--- src/rtl/step_tracker_pkg.sv ---
// Shared types, widths and saturation limits for the step statistics engine.
package step_tracker_pkg;

  typedef enum logic [1:0] {
    IDLE    = 2'd0,
    PENDING = 2'd1,
    ACTIVE  = 2'd2
  } hi_state_t;

  localparam int STEP_W = 14;
  localparam int DIST_W = 6;
  localparam int OVER_W = 4;
  localparam int HI_W   = 16;
  localparam int RES_W  = 10;
  localparam int SEC_W  = 8;
  localparam int TOT_W  = SEC_W + 1;
  localparam int RUN_W  = 16;

  function automatic logic [HI_W-1:0] sat_add_hi(input logic [HI_W-1:0] a,
                                                 input logic [HI_W-1:0] b);
    logic [HI_W:0] sum;
    sum = {1'b0, a} + {1'b0, b};
    return sum[HI_W] ? {HI_W{1'b1}} : sum[HI_W-1:0];
  endfunction

endpackage

--- src/rtl/sec_timebase.sv ---
// One-second strobe: counts 0..CLK_HZ-1 and asserts secTick on the last cycle of each second.
module sec_timebase #(
  parameter int CLK_HZ = 100_000_000
) (
  input  logic pulseBase,
  input  logic resetN,
  output logic secTick
);

  localparam int CNT_W = (CLK_HZ > 1) ? $clog2(CLK_HZ) : 1;
  localparam logic [CNT_W-1:0] LAST = CNT_W'(CLK_HZ - 1);

  logic [CNT_W-1:0] cnt;

  always_ff @(posedge pulseBase) begin
    if (!resetN) begin
      cnt <= '0;
    end else if (cnt == LAST) begin
      cnt <= '0;
    end else begin
      cnt <= cnt + 1'b1;
    end
  end

  assign secTick = (cnt == LAST);

endmodule

--- src/rtl/step_tracker.sv ---
// Fitness statistics from step-pulse rising edges: total steps, half-miles,
// early over-rate seconds and time spent in qualified high-activity runs.
module step_tracker
  import step_tracker_pkg::*;
#(
  parameter int CLK_HZ     = 100_000_000,
  parameter int STEP_SAT   = 9999,
  parameter int HALF_MILE  = 1024,
  parameter int WINDOW_SEC = 9,
  parameter int OVER_RATE  = 32,
  parameter int HI_RATE    = 64,
  parameter int HI_MIN_SEC = 60
) (
  input  logic              pulseBase,
  input  logic              resetN,
  input  logic              pulseIn,
  output logic [STEP_W-1:0] stepCount,
  output logic [DIST_W-1:0] distHalfMiles,
  output logic [OVER_W-1:0] overSecs,
  output logic [HI_W-1:0]   hiActSecs,
  output logic              secTick
);

  localparam logic [STEP_W-1:0] STEP_MAX = STEP_W'(STEP_SAT);
  localparam logic [RES_W-1:0]  RES_LAST = RES_W'(HALF_MILE - 1);
  localparam logic [OVER_W-1:0] WIN_LEN  = OVER_W'(WINDOW_SEC);
  localparam logic [TOT_W-1:0]  OVER_THR = TOT_W'(OVER_RATE);
  localparam logic [TOT_W-1:0]  HI_THR   = TOT_W'(HI_RATE);
  localparam logic [RUN_W-1:0]  RUN_QUAL = RUN_W'(HI_MIN_SEC);
  localparam logic [HI_W-1:0]   HI_CRED  = HI_W'(HI_MIN_SEC);

  logic              pulse_q;
  logic              step_edge;
  logic [RES_W-1:0]  residue;
  logic [SEC_W-1:0]  sec_steps;
  logic [TOT_W-1:0]  sec_total;
  logic [OVER_W-1:0] sec_idx;
  logic              sec_high;

  hi_state_t         state_q, state_d;
  logic [RUN_W-1:0]  run_len_q, run_len_d, run_inc;
  logic [HI_W-1:0]   hi_d;

  sec_timebase #(.CLK_HZ(CLK_HZ)) u_timebase (
    .pulseBase (pulseBase),
    .resetN    (resetN),
    .secTick   (secTick)
  );

  assign step_edge = pulseIn & ~pulse_q;
  // A step landing on the tick cycle still belongs to the second that is ending.
  assign sec_total = {1'b0, sec_steps} + {{SEC_W{1'b0}}, step_edge};
  assign sec_high  = (sec_total >= HI_THR);
  assign run_inc   = (run_len_q == {RUN_W{1'b1}}) ? run_len_q : run_len_q + 1'b1;

  always_ff @(posedge pulseBase) begin
    if (!resetN) begin
      pulse_q       <= 1'b1;
      stepCount     <= '0;
      residue       <= '0;
      distHalfMiles <= '0;
      sec_steps     <= '0;
      sec_idx       <= '0;
      overSecs      <= '0;
    end else begin
      pulse_q <= pulseIn;
      if (step_edge && (stepCount != STEP_MAX)) begin
        stepCount <= stepCount + 1'b1;
      end
      if (step_edge) begin
        if (residue == RES_LAST) begin
          residue <= '0;
          if (distHalfMiles != {DIST_W{1'b1}}) begin
            distHalfMiles <= distHalfMiles + 1'b1;
          end
        end else begin
          residue <= residue + 1'b1;
        end
      end
      if (secTick) begin
        sec_steps <= '0;
      end else if (step_edge && (sec_steps != {SEC_W{1'b1}})) begin
        sec_steps <= sec_steps + 1'b1;
      end
      if (secTick && (sec_idx < WIN_LEN)) begin
        sec_idx <= sec_idx + 1'b1;
        if (sec_total > OVER_THR) begin
          overSecs <= overSecs + 1'b1;
        end
      end
    end
  end

  always_ff @(posedge pulseBase) begin
    if (!resetN) begin
      state_q   <= IDLE;
      run_len_q <= '0;
      hiActSecs <= '0;
    end else begin
      state_q   <= state_d;
      run_len_q <= run_len_d;
      hiActSecs <= hi_d;
    end
  end

  always_comb begin
    state_d   = state_q;
    run_len_d = run_len_q;
    hi_d      = hiActSecs;
    if (secTick) begin
      unique case (state_q)
        IDLE: begin
          if (sec_high) begin
            run_len_d = RUN_W'(1);
            if (HI_MIN_SEC == 1) begin
              state_d = ACTIVE;
              hi_d    = sat_add_hi(hiActSecs, HI_CRED);
            end else begin
              state_d = PENDING;
            end
          end
        end
        PENDING: begin
          if (sec_high) begin
            run_len_d = run_inc;
            // The whole qualifying run is credited at once when it reaches length.
            if (run_inc == RUN_QUAL) begin
              hi_d    = sat_add_hi(hiActSecs, HI_CRED);
              state_d = ACTIVE;
            end
          end else begin
            run_len_d = '0;
            state_d   = IDLE;
          end
        end
        ACTIVE: begin
          if (sec_high) begin
            run_len_d = run_inc;
            hi_d      = sat_add_hi(hiActSecs, HI_W'(1));
          end else begin
            run_len_d = '0;
            state_d   = IDLE;
          end
        end
        default: begin
          run_len_d = '0;
          state_d   = IDLE;
        end
      endcase
    end
  end

endmodule
--- config.mk ---
export PLATFORM = sky130hd
export DESIGN_NAME = step_tracker
export DESIGN_NICKNAME = d
export VERILOG_FILES = /design/src/rtl/step_tracker_pkg.sv /design/src/rtl/sec_timebase.sv /design/src/rtl/step_tracker.sv
export SDC_FILE = /design/constraint.sdc
export NUM_CORES = 1
export LEC_CHECK = 0
export ABC_AREA = 0
export CORE_ASPECT_RATIO = 0.6
export CORE_MARGIN = 2
export CORE_UTILIZATION = 40
export CTS_BUF_LIST = sky130_fd_sc_hd__clkbuf_4
export DETAILED_ROUTE_END_ITERATION = 10
export PLACE_DENSITY_LB_ADDON = 0.15
export SLEW_MARGIN = 20
export SYNTH_ARGS = -nofsm -noshare
export SYNTH_HDL_FRONTEND = slang
export SYNTH_SLANG_ARGS = --single-unit
export TNS_END_PERCENT = 1
--- constraint.sdc ---
create_clock -name pulseBase -period 7.5 [get_ports pulseBase]
set_input_delay 1.5 -clock pulseBase [delete_from_list [all_inputs] [get_ports pulseBase]]
set_output_delay 1.5 -clock pulseBase [all_outputs]
set_load 0.03 [all_outputs]
Word level (Yosys, flattened, before mapping)
Index checks and enable logic that the tools add are counted.

word-level totals
  flip-flop bits (word level) = 108
  input bits = 3

operators by class
  magnitude comparators = 3
  reduce and logical (&&, ||, !) cells = 12
  equal/unequal tests = 15
  add/sub/neg operators = 11
  mux-type cells = 16
  bitwise gates (word level) = 3

operators by type and width
  operator                                                                             count
  16-bit two-way mux                                                                   8
  16-bit one-hot mux with 2 select lines                                               2
  27-bit by 1-bit adder with 27-bit output, second input constant                      1
  27-bit equality test, second input constant                                          1
  16-bit by 1-bit adder with 17-bit output, second input constant                      1
  16-bit by 6-bit adder with 17-bit output, second input constant                      1
  16-bit by 1-bit adder with 16-bit output, second input constant                      1
  16-bit equality test, second input constant                                          1
  16-bit by 6-bit equality test with 1-bit output, second input constant               1
  14-bit by 1-bit adder with 14-bit output, second input constant                      1
  14-bit != test, second input constant                                                1
  10-bit by 1-bit adder with 10-bit output, second input constant                      1
  10-bit equality test, second input constant                                          1
  10-bit two-way mux                                                                   1
  2-bit != test, second input constant                                                 5
  8-bit by 1-bit adder with 9-bit output                                               1
  9-bit by 7-bit greater-or-equal comparator with 1-bit output, second input constant  1
  9-bit by 6-bit > comparator with 1-bit output, second input constant                 1
  4-bit by 1-bit adder with 4-bit output, second input constant                        2
  8-bit by 1-bit adder with 8-bit output, second input constant                        1
  2-bit two-way mux                                                                    4
  8-bit != test, second input constant                                                 1
  6-bit by 1-bit adder with 6-bit output, second input constant                        1
  6-bit != test, second input constant                                                 1
  15 further kinds                                                                     20

Logic depth before layout (Yosys ltp)
Gate-level depths: netlist of the first run.

  word-level depth = 6
  depth in mapped cells = 13
  depth with buffers taken out = 11

By module
A second synthesis of the first run with hierarchy kept.

unflattened totals
  cell total of the unflattened synthesis = 735
  area, all modules = 6107.1 um^2

modules (own cells, without submodules)
  module        seq. area each (um^2)  instances  cells each  area an instance (um^2)
  step_tracker  1621.6                 1          581         4752.1
  sec_timebase  540.5                  1          154         1355.0

Worst setup path before layout of the first run
No wires, ideal clock.

  path type = input -> register
  from = input pulseIn
  to = register hiActSecs[1]
  setup time = 0.131 ns
  required time = 7.369 ns
  data arrival time = 3.742 ns
  setup slack = 3.626 ns
  stages = 13
  cells stage by stage = nor2b_1 > clkbuf_1 > ha_1 > ha_1 > and3_1 > a21o_1 > a21oi_2 > a21oi_1 > a32o_1 > buf_6 > buf_6 > a21oi_1 > nor3_2

between the ends
  cells in the longest elaborated chain, start to end = 5
  elaborated cells on any way between the ends = 6
  those cells by class = 1 x add/sub; 1 x order compare; 2 x eq/ne; 1 x bitwise; 1 x reduce/logical

RTL lines
  what                                                            RTL line             text
  start: declaration                                              step_tracker.sv:16   input logic pulseIn,
  1-bit bitwise AND *                                             step_tracker.sv:50   assign step_edge = pulseIn & ~pulse_q;
  net step_edge                                                   step_tracker.sv:33   logic step_edge;
  8-bit by 1-bit adder with 9-bit output *                        step_tracker.sv:52   assign sec_total = {1'b0, sec_steps} + {{SEC_W{1'b0}}, step_edge};
  9-bit by 7-bit greater-or-equal comparator with 1-bit output *  step_tracker.sv:53   assign sec_high = (sec_total >= HI_THR);
  2-bit != test (no line)                                         -
  5-bit AND reduction (no line) *                                 -
  end signal: assignment                                          step_tracker.sv:102  hiActSecs <= hi_d;
  end: declaration                                                step_tracker.sv:20   output logic [HI_W-1:0] hiActSecs,

The timed path passes the listed nets; every way through them passes the cells marked *.
A chain may end at the register's enable or synchronous reset.

Worst setup path after layout of the first run
  from = input pulseIn
  to = register hiActSecs[11]

between the ends
  cells in the longest elaborated chain, start to end = 5
  elaborated cells on any way between the ends = 6
  those cells by class = 1 x add/sub; 1 x order compare; 2 x eq/ne; 1 x bitwise; 1 x reduce/logical

RTL lines
  what                                                            RTL line
  1-bit bitwise AND *                                             step_tracker.sv:50
  8-bit by 1-bit adder with 9-bit output *                        step_tracker.sv:52
  9-bit by 7-bit greater-or-equal comparator with 1-bit output *  step_tracker.sv:53
  2-bit != test (no line)                                         -
  5-bit AND reduction (no line) *                                 -

Every way passes the cells marked *; elsewhere a longest branch is shown, timed or not.

==> results_dict.tcl, run 1 <==
set metrics [dict create \
    status "finished clean" \
    dp_hpwl_mm 10.1 \
    gp_routability_congestion 0.932 \
    seq_power_share_pct 66.6 \
    grt_residual_overflow 0 \
    unrepaired_setup_endpoints_after_global_routing "no" \
    finClkSkew_ps 23.6 \
    synth.distinct_cells 68 \
    ys_seq_area_share_pct 37.5 \
    tritoncts "done" \
    cts.repair.resized 0 \
    final_min_period_over_clock_period_pct 62.7 \
    groute.usage.overall_pct 18.1 \
    synth-main-ff-cell "dfxtp_1" \
    crit_slowest_cell "a32o_1" \
    dp.cells 926 \
    final_net_count 766 \
    post_cts_hold_fix_bufs 0 \
    tritoncts.num_buffers 9 \
    fmaxAchievable_mhz 213 \
    critical_path.max_fanout 19 \
    detail_route.wirelength_mm 14.0 \
    flow.area_growth_from_synthesis_pct 11.7 \
    p_clk_share_pct 30.6 \
    switching_share_pct 24.9 \
    detail-route-antenna-nets 0 \
    setup-tns-final_ps 0 \
    netlist_top_cells_count "nor2_1 (110), dfxtp_1 (108), nand2_1 (67)" \
    worstSetupPathType "primary input to flip-flop" \
    io_pins 44 \
    report.final.slew_viol_count 0 \
    cell_internal_pwr_uw 654 \
    synth_area_leaders "dfxtp_1 (38%), nor2_1 (7.2%), xor2_1 (5.9%)" \
    clock_latency_at_the_later_pin_of_the_worst_skew_pair_ps 460 \
    critical_path.endpoint_type "flip-flop" \
    drt-vias-per-instance 5.56 \
    fillers 1375 \
    floorplan.die_area_sq_um 15400 \
    syn_area_sq_um 5760 \
    netlist.area_leader.share_pct 37.5 \
    hold_violation_total_from_the_final_report 0 \
    clock_path_buffers 2 \
    routed-via-count 5235 \
    antenna_cells 0 \
    slew_headroom_pct 44.7 \
    comb_power_share_pct 2.7 \
    clk_pin_slew_ps 170 \
    synth-async-reset-ratio_pct 0 \
    cts_sinks 108 \
    place.port_buffers 43 \
    post_cts.repair.setup_buffers 0 \
    layout-drive-gt1-share_pct 4.27 \
    grt_first_pass_wirelength_mm 23.6 \
    drv.max_cap_violation_count 0 \
    worst_path_most_repeated_cell "ha_1" \
    number_of_enable_flip_flop_cells_after_synthesis 0 \
    cts_root_buffer "clkbuf_4" \
    crit_path_cell_trace "clkdlybuf4s50_1 > nor2b_1 > ha_1 > ha_1 > and3_1 > a21o_1 > a21oi_2 > nor4_2 > a32o_1 > nand4_2 > o31ai_1" \
    core_sq_um 13900 \
    detailedRoute.firstIterationViolations 360 \
    dieHeight_um 97.0 \
    post-synth-top-area-cell "dfxtp_1" \
    tightestPinTransition_ps 829 \
    detail_route.first_pass.iterations 4 \
    synth.ff_latch_count 108 \
    yosys.cell_count.top_type "nor2_1" \
    leakagePower_nw 2.18 \
    instances_no_fill 942 \
    ir_worst_vdd_uv 67.8 \
    ys_warn_count 0 \
    via_count_of_the_first_global_routing_pass 4853 \
    hold_class "flip-flop to flip-flop" \
    cts.htree.levels 3 \
    number_of_placement_rows 33 \
    grt_max_degree 34 \
    timing.critical_path.from_type "primary input" \
    power.net_switching_uw 217 \
    cp_slowest_stage_delay_ps 730 \
    post_synth.cell_area_avg_sq_um 8.04 \
    routed_wire_length_per_instance_um 14.9 \
    postSynthNetCount 738 \
    synth_cells 717 \
    power_per_cell_area_nw_per_um2 135 \
    cp.required_ps 7880 \
    post-route-min-period_ps 4700 \
    timing.final.setup_violations 0 \
    worst-endpoint-arrival_ps 5090 \
    power.total_uw 871 \
    grt_antenna_before_repair 0 \
    die_x_um 159 \
    detail_route.drc_violations 0 \
    initial_utilization_pct 41.5 \
]
[per-stage QoR]
step | hold slack (ps) | setup WS (ps) | instance area (sq um) | util (%)
global placement | 443 | 2540 | 6320 | 45.5
floorplan | 430 | 3630 | 5760 | -
finish | 492 | 2800 | 6440 | 46.4
CTS | 494 | 2850 | 6430 | 46.4
detailed placement | 459 | 2360 | 6320 | 45.5
global route | 547 | 2560 | 6440 | 46.4
[routing by layer]
layer / global-route usage, % / vias up / wire length (um)
met5: 0 / - / 0
met4: 4.06 / 0 / 77
met3: 4.33 / 8 / 883
met2: 27.1 / 164 / 5830
met1: 26.4 / 2464 / 7230
li1: - / 2599 / -
[layout make-up]
cell class                      instances  area [sq um]  share of cell area (%)
Clock buffer                            9          67.6                    1.05
Clock inverter                          7          50.0                   0.777
Multi-Input combinational cell        558          3380                    52.5
Timing Repair Buffer                   46           453                    7.04
Sequential cell                       108          2160                    33.6
Tap cell                              192           240                    3.73
Inverter                               22          82.6                    1.28
[worst max-delay path, delay by kind of cell]
kind,cells,cell delay (ps)
compound gates,4,1250
fa+ha+maj,2,490
buf+inv,1,470
simple gates,4,1380
[sequential cells by signal, indices dropped and copies added, names as in the netlist]
register	cells
u_timebase.cnt	27
hiActSecs	16
run_len_q	16
stepCount	14
residue	10
sec_steps	8
distHalfMiles	6
overSecs	4
sec_idx	4
state_q	2
pulse_q	1
[power by group through the flow]
stage          clock network, mW  registers (mW)  logic [mW]
6_report                   0.267           0.580      0.0239
5_1_grt                    0.301           0.581      0.0269
4_1_cts                    0.283           0.580      0.0243
3_5_place_dp                   0           0.592      0.0242
3_3_place_gp                   0           0.592      0.0233
2_1_floorplan                  0           0.592      0.0158
[path summary, 6_finish.rpt]
kind / from / end / slack [ps] / depth (start not counted)
max: pulseIn / hiActSecs[11] / 2800 / 11
min: u_timebase.cnt[0] / u_timebase.cnt[0] / 490 / 1
max reg2reg: run_len_q[1] / hiActSecs[11] / 3880 / 9
min reg2reg: u_timebase.cnt[0] / u_timebase.cnt[0] / 490 / 1
[cell families after synthesis]
kind of cell | synth area share (%)
multiplexers | 1.74
adder cells (fa/ha/maj) | 3.91
XOR/XNOR | 9.73
AND/OR/NAND/NOR | 29.5
flip-flops | 37.5
buffers and inverters | 3.84
AO/OA/AOI/OAI | 13.8
[cell usage in the layout, fill, tap and decap left out, types with 3 or more instances in the layout]
cell / instances
or3_1: 6
clkinv_1: 3
or4_1: 3
nor3b_1: 3
mux2i_1: 10
xor2_1: 39
nor2_1: 110
nand3_1: 44
and4_1: 9
clkbuf_4: 9
nand2_1: 66
nor4b_1: 4
xnor2_1: 25
a21oi_1: 38
nor4_1: 6
o31ai_1: 4
and2_1: 8
nand2b_1: 6
dfxtp_1: 108
a21o_1: 4
buf_4: 3
a41oi_1: 3
inv_1: 21
nand4_1: 26
nor3_1: 15
clkdlybuf4s50_1: 43
a31oi_1: 8
o21ai_0: 38
and3_1: 14
ha_1: 18
(Power assumes the default switching activity.)
==> inputs of run 2 (changes only) <==
==> constraint.sdc (replaced) <==
create_clock -name pulseBase -period 4.9 [get_ports pulseBase]
set_input_delay 0.98 -clock pulseBase [delete_from_list [all_inputs] [get_ports pulseBase]]
set_output_delay 0.98 -clock pulseBase [all_outputs]
set_load 0.03 [all_outputs]
==> results_dict.tcl, run 2 (same netlist as run 1, synthesis figures left out) <==
set metrics [dict create \
    ir_worst_vdd_uv 125 \
    comb_power_share_pct 2.6 \
    worst_hold_path.num_cells 1 \
    timing.final.setup_violations 0 \
    drv.max_cap_violation_count 0 \
    via_count_of_the_first_global_routing_pass 4807 \
    grt_antenna_before_repair 0 \
    number_of_placement_rows 33 \
    fillers 1401 \
    drt-vias-per-instance 5.48 \
    detail_route.drc_violations 0 \
    rr_endpoint "hiActSecs[13]" \
    worstSetupPathType "flip-flop to output port" \
    detailedRoute.firstIterationViolations 405 \
    slew_headroom_pct 43.8 \
    cp_top_family "simple AND/OR/NAND/NOR gates" \
    cp.required_ps 3920 \
    seq_power_share_pct 64.1 \
    top_register "u_timebase.cnt" \
    power.total_mw 1.39 \
    detail-route-antenna-nets 0 \
    tritoncts.num_buffers 9 \
    detail_route.first_pass.iterations 5 \
    clock_path_buffers 2 \
    timing.critical_path.from_type "flip-flop" \
    report.final.slew_viol_count 0 \
    leakagePower_nw 2.21 \
    finClkSkew_ps 20.2 \
    largest_register_ff_count 27 \
    r2r_start "run_len_q[1]" \
    floorplan.die_area_sq_um 15400 \
    dieHeight_um 97.0 \
    detail_route.wirelength_mm 13.7 \
    cts_sinks 108 \
    final_net_count 767 \
    layout-drive-gt1-share_pct 4.53 \
    clk_pin_slew_ps 160 \
    gp_routability_congestion 0.906 \
    number_of_gates_on_the_worst_path_with_buffers_counted 7 \
    hold_start "u_timebase.cnt[0]" \
    antenna_cells 0 \
    die_x_um 159 \
    mostFrequentLayoutCell "nor2_1" \
    io_pins 44 \
    final_min_period_over_clock_period_pct 78.8 \
    critical_path_buf_inv_count 2 \
    grt_first_pass_wirelength_mm 23.3 \
    clock_latency_at_the_later_pin_of_the_worst_skew_pair_ps 470 \
    tritoncts "done" \
    post_cts.repair.setup_buffers 0 \
    grt_max_degree 38 \
    most-common-layout-cells "nor2_1 (110), dfxtp_1 (108), nand2_1 (66)" \
    cts.htree.levels 3 \
    status "finished clean" \
    setup-tns-final_ps 0 \
    cp_slowest_stage_delay_ps 690 \
    routed_wire_length_per_instance_um 14.5 \
    core_sq_um 13900 \
    post_cts_hold_fix_bufs 0 \
    fmaxAchievable_mhz 259 \
    p_clk_share_pct 33.3 \
    worst-endpoint-arrival_ps 2880 \
    min_delay_worst_endpoint "u_timebase.cnt[0]" \
    place.port_buffers 43 \
    post-route-min-period_ps 3860 \
    initial_utilization_pct 41.5 \
    crit_slowest_cell "clkdlybuf4s50_1" \
    dp_hpwl_mm 9.83 \
    groute.usage.overall_pct 18.1 \
    largest_registers "u_timebase.cnt: 27 flops, hiActSecs: 16 flops, run_len_q: 16 flops" \
    unrepaired_setup_endpoints_after_global_routing "no" \
    power_per_cell_area_nw_per_um2 214 \
    crit_path_cell_trace "ha_1 > nand3_1 > nor2_1 > nand3_1 > or3_4 > inv_1 > clkdlybuf4s50_1" \
    cts.repair.resized 0 \
    r2r.worst_path.cells 9 \
    critical_path.endpoint_type "output port" \
    routed-via-count 5170 \
    worst_path_most_repeated_cell "nand3_1" \
    critical_path.max_fanout 5 \
    grt_residual_overflow 0 \
    slack_of_the_worst_reg_to_reg_path_ps 1310 \
    cell_internal_pwr_mw 1.05 \
    worst_hold_slack_ps 493 \
    hold_violation_total_from_the_final_report 0 \
    cts_root_buffer "clkbuf_4" \
    flow.area_growth_from_synthesis_pct 12.2 \
    power.net_switching_uw 332 \
    tightestPinTransition_ps 843 \
    hold_class "flip-flop to flip-flop" \
    switching_share_pct 23.9 \
]
[run 2: per-stage QoR]
| step | worst slack, ps | cells | util, % | area [sq um] |
|---|---|---|---|---|
| finish | 1040 | 943 | 46.6 | 6470 |
| floorplan | 1550 | 717 | - | 5760 |
| detailed placement | 679 | 927 | 45.6 | 6320 |
| CTS | 986 | 943 | 46.6 | 6470 |
| global route | 827 | 943 | 46.6 | 6470 |
| global placement | 778 | 927 | 45.6 | 6320 |
[run 2: worst register-to-register path, cell delays in order (launching register included)]
cell,delay (ps)
dfxtp_1,510
ha_1,390
and4_1,380
and4_1,300
mux2i_1,290
o2111ai_1,210
nor2_1,220
a32o_1,690
nand4_2,280
o31ai_1,260
[run 2: area by class of cell]
| type | count | area [sq um] | share of cell area [%] |
|---|---|---|---|
| clock buffer | 9 | 67.6 | 1.04 |
| clock inverter | 7 | 73.8 | 1.14 |
| multi-input combinational | 558 | 3380 | 52.3 |
| tap | 192 | 240 | 3.71 |
| inverter | 22 | 82.6 | 1.28 |
| timing repair buffer | 47 | 460 | 7.12 |
| sequential | 108 | 2160 | 33.4 |
[run 2: worst max-delay path by stage]
stage / end / from
after floorplan: hiActSecs[1] / pulseIn
after global placement: hiActSecs[15] / pulseIn
after detailed placement: hiActSecs[13] / pulseIn
after CTS: secTick / u_timebase.cnt[0]
after global routing: secTick / u_timebase.cnt[0]
final: secTick / u_timebase.cnt[0]
[run 2: power by group through the flow]
stage	Sequential, mW	Clock [mW]	Combinational (mW)
floorplan	0.906	0	0.0242
global placement	0.906	0	0.0359
detailed placement	0.906	0	0.0372
CTS	0.888	0.485	0.0372
global route	0.889	0.513	0.0412
finish	0.888	0.461	0.0366
[run 2: routing by layer]
layer | wire length, um | track usage (%) | share of wire [%] | up-vias
met4 | 140 | 4.41 | 1.0 | 0
met1 | 7080 | 26.3 | 52 | 2388
met3 | 1020 | 4.16 | 7.5 | 15
met5 | 0 | 0 | 0 | -
met2 | 5440 | 27.2 | 40 | 170
li1 | - | - | - | 2597
==> inputs of run 3 (changes only) <==
==> constraint.sdc (replaced) <==
create_clock -name pulseBase -period 3.6 [get_ports pulseBase]
set_input_delay 0.72 -clock pulseBase [delete_from_list [all_inputs] [get_ports pulseBase]]
set_output_delay 0.72 -clock pulseBase [all_outputs]
set_load 0.03 [all_outputs]
==> results_dict.tcl, run 3 (same netlist as run 1, synthesis figures left out) <==
set metrics [dict create \
    slew_headroom_pct 58.8 \
    routed-via-count 5181 \
    floorplan.die_area_sq_um 15400 \
    dp.cells 935 \
    seq_power_share_pct 60.9 \
    setup-tns-final_ps 0 \
    groute.usage.overall_pct 17.8 \
    detailedRoute.firstIterationViolations 321 \
    power_per_cell_area_nw_per_um2 301 \
    finish.instance_area_sq_um 6580 \
    drt-vias-per-instance 5.45 \
    final_min_period_over_clock_period_pct 92.7 \
    p_clk_share_pct 36.5 \
    power.net_switching_uw 470 \
    io_pins 44 \
    hold_class "flip-flop to flip-flop" \
    post_cts_hold_fix_bufs 0 \
    detailroute.wirelength.met3_um 757 \
    final_net_count 775 \
    cts_root_buffer "clkbuf_4" \
    detail_route.wirelength_mm 13.5 \
    worst-endpoint-arrival_ps 2620 \
    detail_route.drc_violations 0 \
    clock_latency_at_the_later_pin_of_the_worst_skew_pair_ps 460 \
    hold_violation_total_from_the_final_report 0 \
    grt_first_pass_wirelength_mm 23.2 \
    worst_setup_path_endpoint "secTick" \
    detail-route-antenna-nets 0 \
    tritoncts.num_buffers 9 \
    r2r.worst_path.cells 10 \
    cts.htree.levels 3 \
    comb_power_share_pct 2.6 \
    grt_max_degree 37 \
    dieHeight_um 97.0 \
    timing.final.setup_violations 0 \
    die_x_um 159 \
    status "finished clean" \
    finClkSkew_ps 19.7 \
    ir_worst_vdd_uv 163 \
    routed_wire_length_per_instance_um 14.2 \
    met2RoutedLength_mm 5.52 \
    top_register "u_timebase.cnt" \
    largest_register_ff_count 27 \
    clk_pin_slew_ps 160 \
    dp_hpwl_mm 9.93 \
    drv.max_cap_violation_count 0 \
    report.final.slew_viol_count 0 \
    critical_path.startpoint "u_timebase.cnt[0]" \
    grt_residual_overflow 0 \
    post-route-min-period_ps 3340 \
    switching_share_pct 23.7 \
    detail_route.first_pass.iterations 4 \
    tightestPinTransition_ps 613 \
    place.port_buffers 43 \
    instances_no_fill 951 \
    initial_utilization_pct 41.5 \
    critical_path.max_fanout 5 \
    cts_sinks 108 \
    number_of_placement_rows 33 \
    unrepaired_setup_endpoints_after_global_routing "no" \
    placed_cell_area_sq_um 6410 \
    flow.area_growth_from_synthesis_pct 14.2 \
    largest_registers "u_timebase.cnt: 27 flops, hiActSecs: 16 flops, run_len_q: 16 flops" \
    grt_antenna_before_repair 0 \
    critical_path.endpoint_type "output port" \
    gp_routability_congestion 0.934 \
    timing.critical_path.from_type "flip-flop" \
    top_layer_used "met4" \
    tritoncts "done" \
    antenna_cells 0 \
    leakagePower_nw 2.26 \
    via_count_of_the_first_global_routing_pass 4781 \
    worstSetupPathType "flip-flop to output port" \
    rr_endpoint "hiActSecs[11]" \
    fmaxAchievable_mhz 300 \
    cell_internal_pwr_mw 1.51 \
    worst_hold_slack_ps 509 \
    layout-drive-gt1-share_pct 5.53 \
    core_sq_um 13900 \
    most-common-layout-cells "nor2_1 (110), dfxtp_1 (108), nand2_1 (67)" \
    r2r_start "run_len_q[1]" \
    slack_of_the_worst_reg_to_reg_path_ps 510 \
    cp.required_ps 2880 \
    mostFrequentLayoutCell "nor2_1" \
    clock_path_buffers 2 \
    routedLengthMet1_mm 7.14 \
]
-- run 3: metrics by stage --
stage | setup WS (ps) | utilization (%) | power (mW)
after floorplan | 506 | - | 1.27
after global placement | 170 | 46.2 | 1.28
after detailed placement | 102 | 46.2 | 1.29
after CTS | 194 | 47.4 | 2.02
after global routing | 14.8 | 47.4 | 2.07
final | 262 | 47.4 | 1.98
-- run 3: repair_timing --
action / 4_1_cts / 5_1_grt
setup endpoints to repair: 1 / 0
setup buffers: 0 / 0
resized for setup: 1 / 0
-- run 3: power groups by stage --
stage          clock network [mW]  registers [mW]  logic [mW]
4_1_cts                     0.758            1.21      0.0532
5_1_grt                     0.799            1.21      0.0593
2_1_floorplan                   0            1.23      0.0329
3_3_place_gp                    0            1.23      0.0515
3_5_place_dp                    0            1.23      0.0530
6_report                    0.724            1.21      0.0524
-- run 3: cell type report --
class | count | area (sq um)
fillers | 1379 | 7290
well taps | 192 | 240
flip-flops and latches | 108 | 2160
clock buffers | 9 | 67.6
repair buffers | 55 | 544
clock inverters | 7 | 106
inverters | 22 | 82.6
multi-input cells | 558 | 3380
-- run 3: worst min-delay path by stage --
stage | startpoint | endpoint | slack, ps | cells past startpoint
global placement | sec_idx[3] | sec_idx[3] | 450 | 2
global route | u_timebase.cnt[0] | u_timebase.cnt[0] | 530 | 1
detailed placement | sec_idx[3] | sec_idx[3] | 480 | 2
floorplan | u_timebase.cnt[0] | u_timebase.cnt[0] | 430 | 1
CTS | sec_idx[1] | sec_idx[1] | 520 | 2
finish | u_timebase.cnt[0] | u_timebase.cnt[0] | 510 | 1
-- run 3: critical path, stage by stage (launching register included) --
cell and delay, ps:
dfxtp_1 420, ha_1 250, nand3_1 130, nor2_1 230, nand3_1 110, or3_4 450
inv_1 150, dlygate4sd2_1 420
-- run 3: per-layer routing --
layer  up-vias  GRT usage [%]
li1       2600              -
met1      2434           26.0
met2       132           27.0
met3        15           3.82
met4         0           3.43
met5         -              0
==> patch, RTL diff (settings of run 3) <==
Change the package constant `STEP_W` from 14 to 10.
--- a/src/rtl/step_tracker_pkg.sv
+++ b/src/rtl/step_tracker_pkg.sv
@@ -8,5 +8,5 @@
   } hi_state_t;
 
-  localparam int STEP_W = 14;
+  localparam int STEP_W = 10;
   localparam int DIST_W = 6;
   localparam int OVER_W = 4;
Ports: changed (resized stepCount); port bits go from 44 to 40. No check against the original RTL was run, so the function may have changed too.
==> patch against run 3 <==
Power shrank 9.9%; clock power shrank 21%; design area is 4.7% lower; setup slack lost 57 ps; critical endpoint is now hiActSecs[13]$_SDFFE_PN0P_; utilization down 1.1 points; wire length is 2.7% lower; synthesized area shrank 4.6%; largest power group unchanged; sequential cell count down 4.
==> patch: results (changes against run 3) <==
drt:
  drtIter0Drc: 335  # was 321
  via_per_inst: 5.564  # was 5.448
  drtPass1Iterations: 5  # was 4
  wl_per_cell_um: 14.48  # was 14.24 um
  wl_um: 13180  # was 13550 um
final_layout:
  layout-drive-gt1-share_pct: 6.259  # was 5.534%
  layout.nets: 751  # was 775
min_path:
  hp-start: "sec_idx[3]$_SDFFE_PN0P_"  # was u_timebase.cnt[0]$_SDFF_PP0_
  hold_depth: 2  # was 1
  worstHoldEndpoint: "sec_idx[3]$_SDFFE_PN0P_"  # was u_timebase.cnt[0]$_SDFF_PP0_
synthesis:
  synth.distinct_cells: 58  # was 68
  avgSynthCellArea_um2: 7.976  # was 8.038 um^2
  synth_seq_area_share_pct: 37.89  # was 37.52%
  synth_area_leaders: "dfxtp_1, nor2_1, xor2_1, a21oi_1, ha_1"  # was dfxtp_1, nor2_1, xor2_1, nand2_1, ha_1
  synth_nets: 710  # was 738
  yosys-top-cells-count: "dfxtp_1, nor2_1, nand2_1"  # was nor2_1, dfxtp_1, nand2_1
setup_path:
  reg2reg_slack_ps: 200  # was 510 ps
  timing.rr.end: "hiActSecs[13]$_SDFFE_PN0P_"  # was hiActSecs[11]$_SDFFE_PN0P_
  crit_path_max_fanout: 21  # was 5
  cp_slowest_stage_delay_ps: 670  # was 450 ps
  path_class: "reg2reg"  # was reg2out
  arrival_ps: 3800  # was 2620 ps
outcome:
  outcome: "finished clean"  # unchanged
sta:
  setup_viol: 0  # unchanged
  tightest_slew_ps: 576.4  # was 613.5 ps
  finClkSkew_ps: 23.80  # was 19.73 ps
grt:
  track_usage_pct: 18.43  # was 17.78%
  grt_pass1_wl_um: 22060  # was 23210 um
  grt_start_max_net_pins: 27  # was 37
  grt_pass1_vias: 4487  # was 4781
placement:
  place_congestion: 0.8927  # was 0.9343
  dp.cells: 894  # was 935
  place_hpwl_um: 9609  # was 9929 um
  portBuffers: 39  # was 43
pwr:
  irDropWorstVdd_uv: 153.8  # was 163.1 uV
  p_leak_nw: 2.117  # was 2.265 nW
[patch: repair_timing]
item                       4_1_cts  5_1_grt
resized for setup                0        3
buffers inserted                 0        0
setup endpoints to repair        0        2
[patch: worst register-to-register path, cell delays in order, from the launching register on]
cell and delay [ps]:
dfxtp_1 470, ha_2 300, nand4_2 260, or4_1 670, a21boi_1 170, o22ai_1 140
nor4_4 410, a32oi_2 70, buf_4 230, or4_1 470, a21oi_1 140
[patch: cell families (layout without fill, tap and decap cells)]
family | count (synthesis) | count (layout) | share of synthesized area (%)
buf+inv | 49 | 95 | 3.552
mux | 8 | 8 | 1.457
simple gates | 308 | 308 | 27.53
flops | 104 | 104 | 37.89
compound gates | 145 | 145 | 16.39
fa+ha+maj | 18 | 18 | 4.098
xor+xnor | 57 | 57 | 9.085
[patch: routing by layer]
metal | vias to the layer above | share of wire [%] | GRT usage (%)
met5 | - | 0 | 0
met1 | 2358 | 53 | 28.39
met2 | 141 | 39 | 25.22
li1 | 2551 | - | -
met4 | 0 | 0.93 | 4.052
met3 | 13 | 6.5 | 4.773
[patch: cell type report]
class                      count  area, um^2
fill                        1353        7271
multi-input combinational    536        3227
sequential                   104        2082
timing repair buffer          60       550.5
tap                          175       219.0
clock buffer                  10       75.07
inverter                      19       71.32
clock inverter                 6       47.55
[patch: report_power, final]
| group | total, mW | internal, mW | switching, mW |
|---|---|---|---|
| clock | 0.571 | 0.161 | 0.410 |
| sequential | 1.16 | 1.16 | 0.00669 |
| combinational | 0.0531 | 0.0179 | 0.0352 |
| total | 1.79 | 1.34 | 0.451 |
[patch: worst max-delay path by stage]
stage | slack [ps] | to
after floorplan | 670 | hiActSecs[14]$_SDFFE_PN0P_
after global placement | 180 | hiActSecs[13]$_SDFFE_PN0P_
after detailed placement | 100 | hiActSecs[13]$_SDFFE_PN0P_
after CTS | 30 | secTick
after global routing | -20 | hiActSecs[13]$_SDFFE_PN0P_
final | 200 | hiActSecs[13]$_SDFFE_PN0P_
[patch: per-stage QoR]
stage | hold slack (ps) | area (um^2) | setup slack [ps]
after floorplan | 425.8 | 5495 | 674.4
after global placement | 434.6 | 6138 | 182.7
after detailed placement | 442.5 | 6138 | 100.6
after CTS | 464.2 | 6261 | 34.09
after global routing | 494.5 | 6272 | -15.05
final | 466.6 | 6272 | 204.7
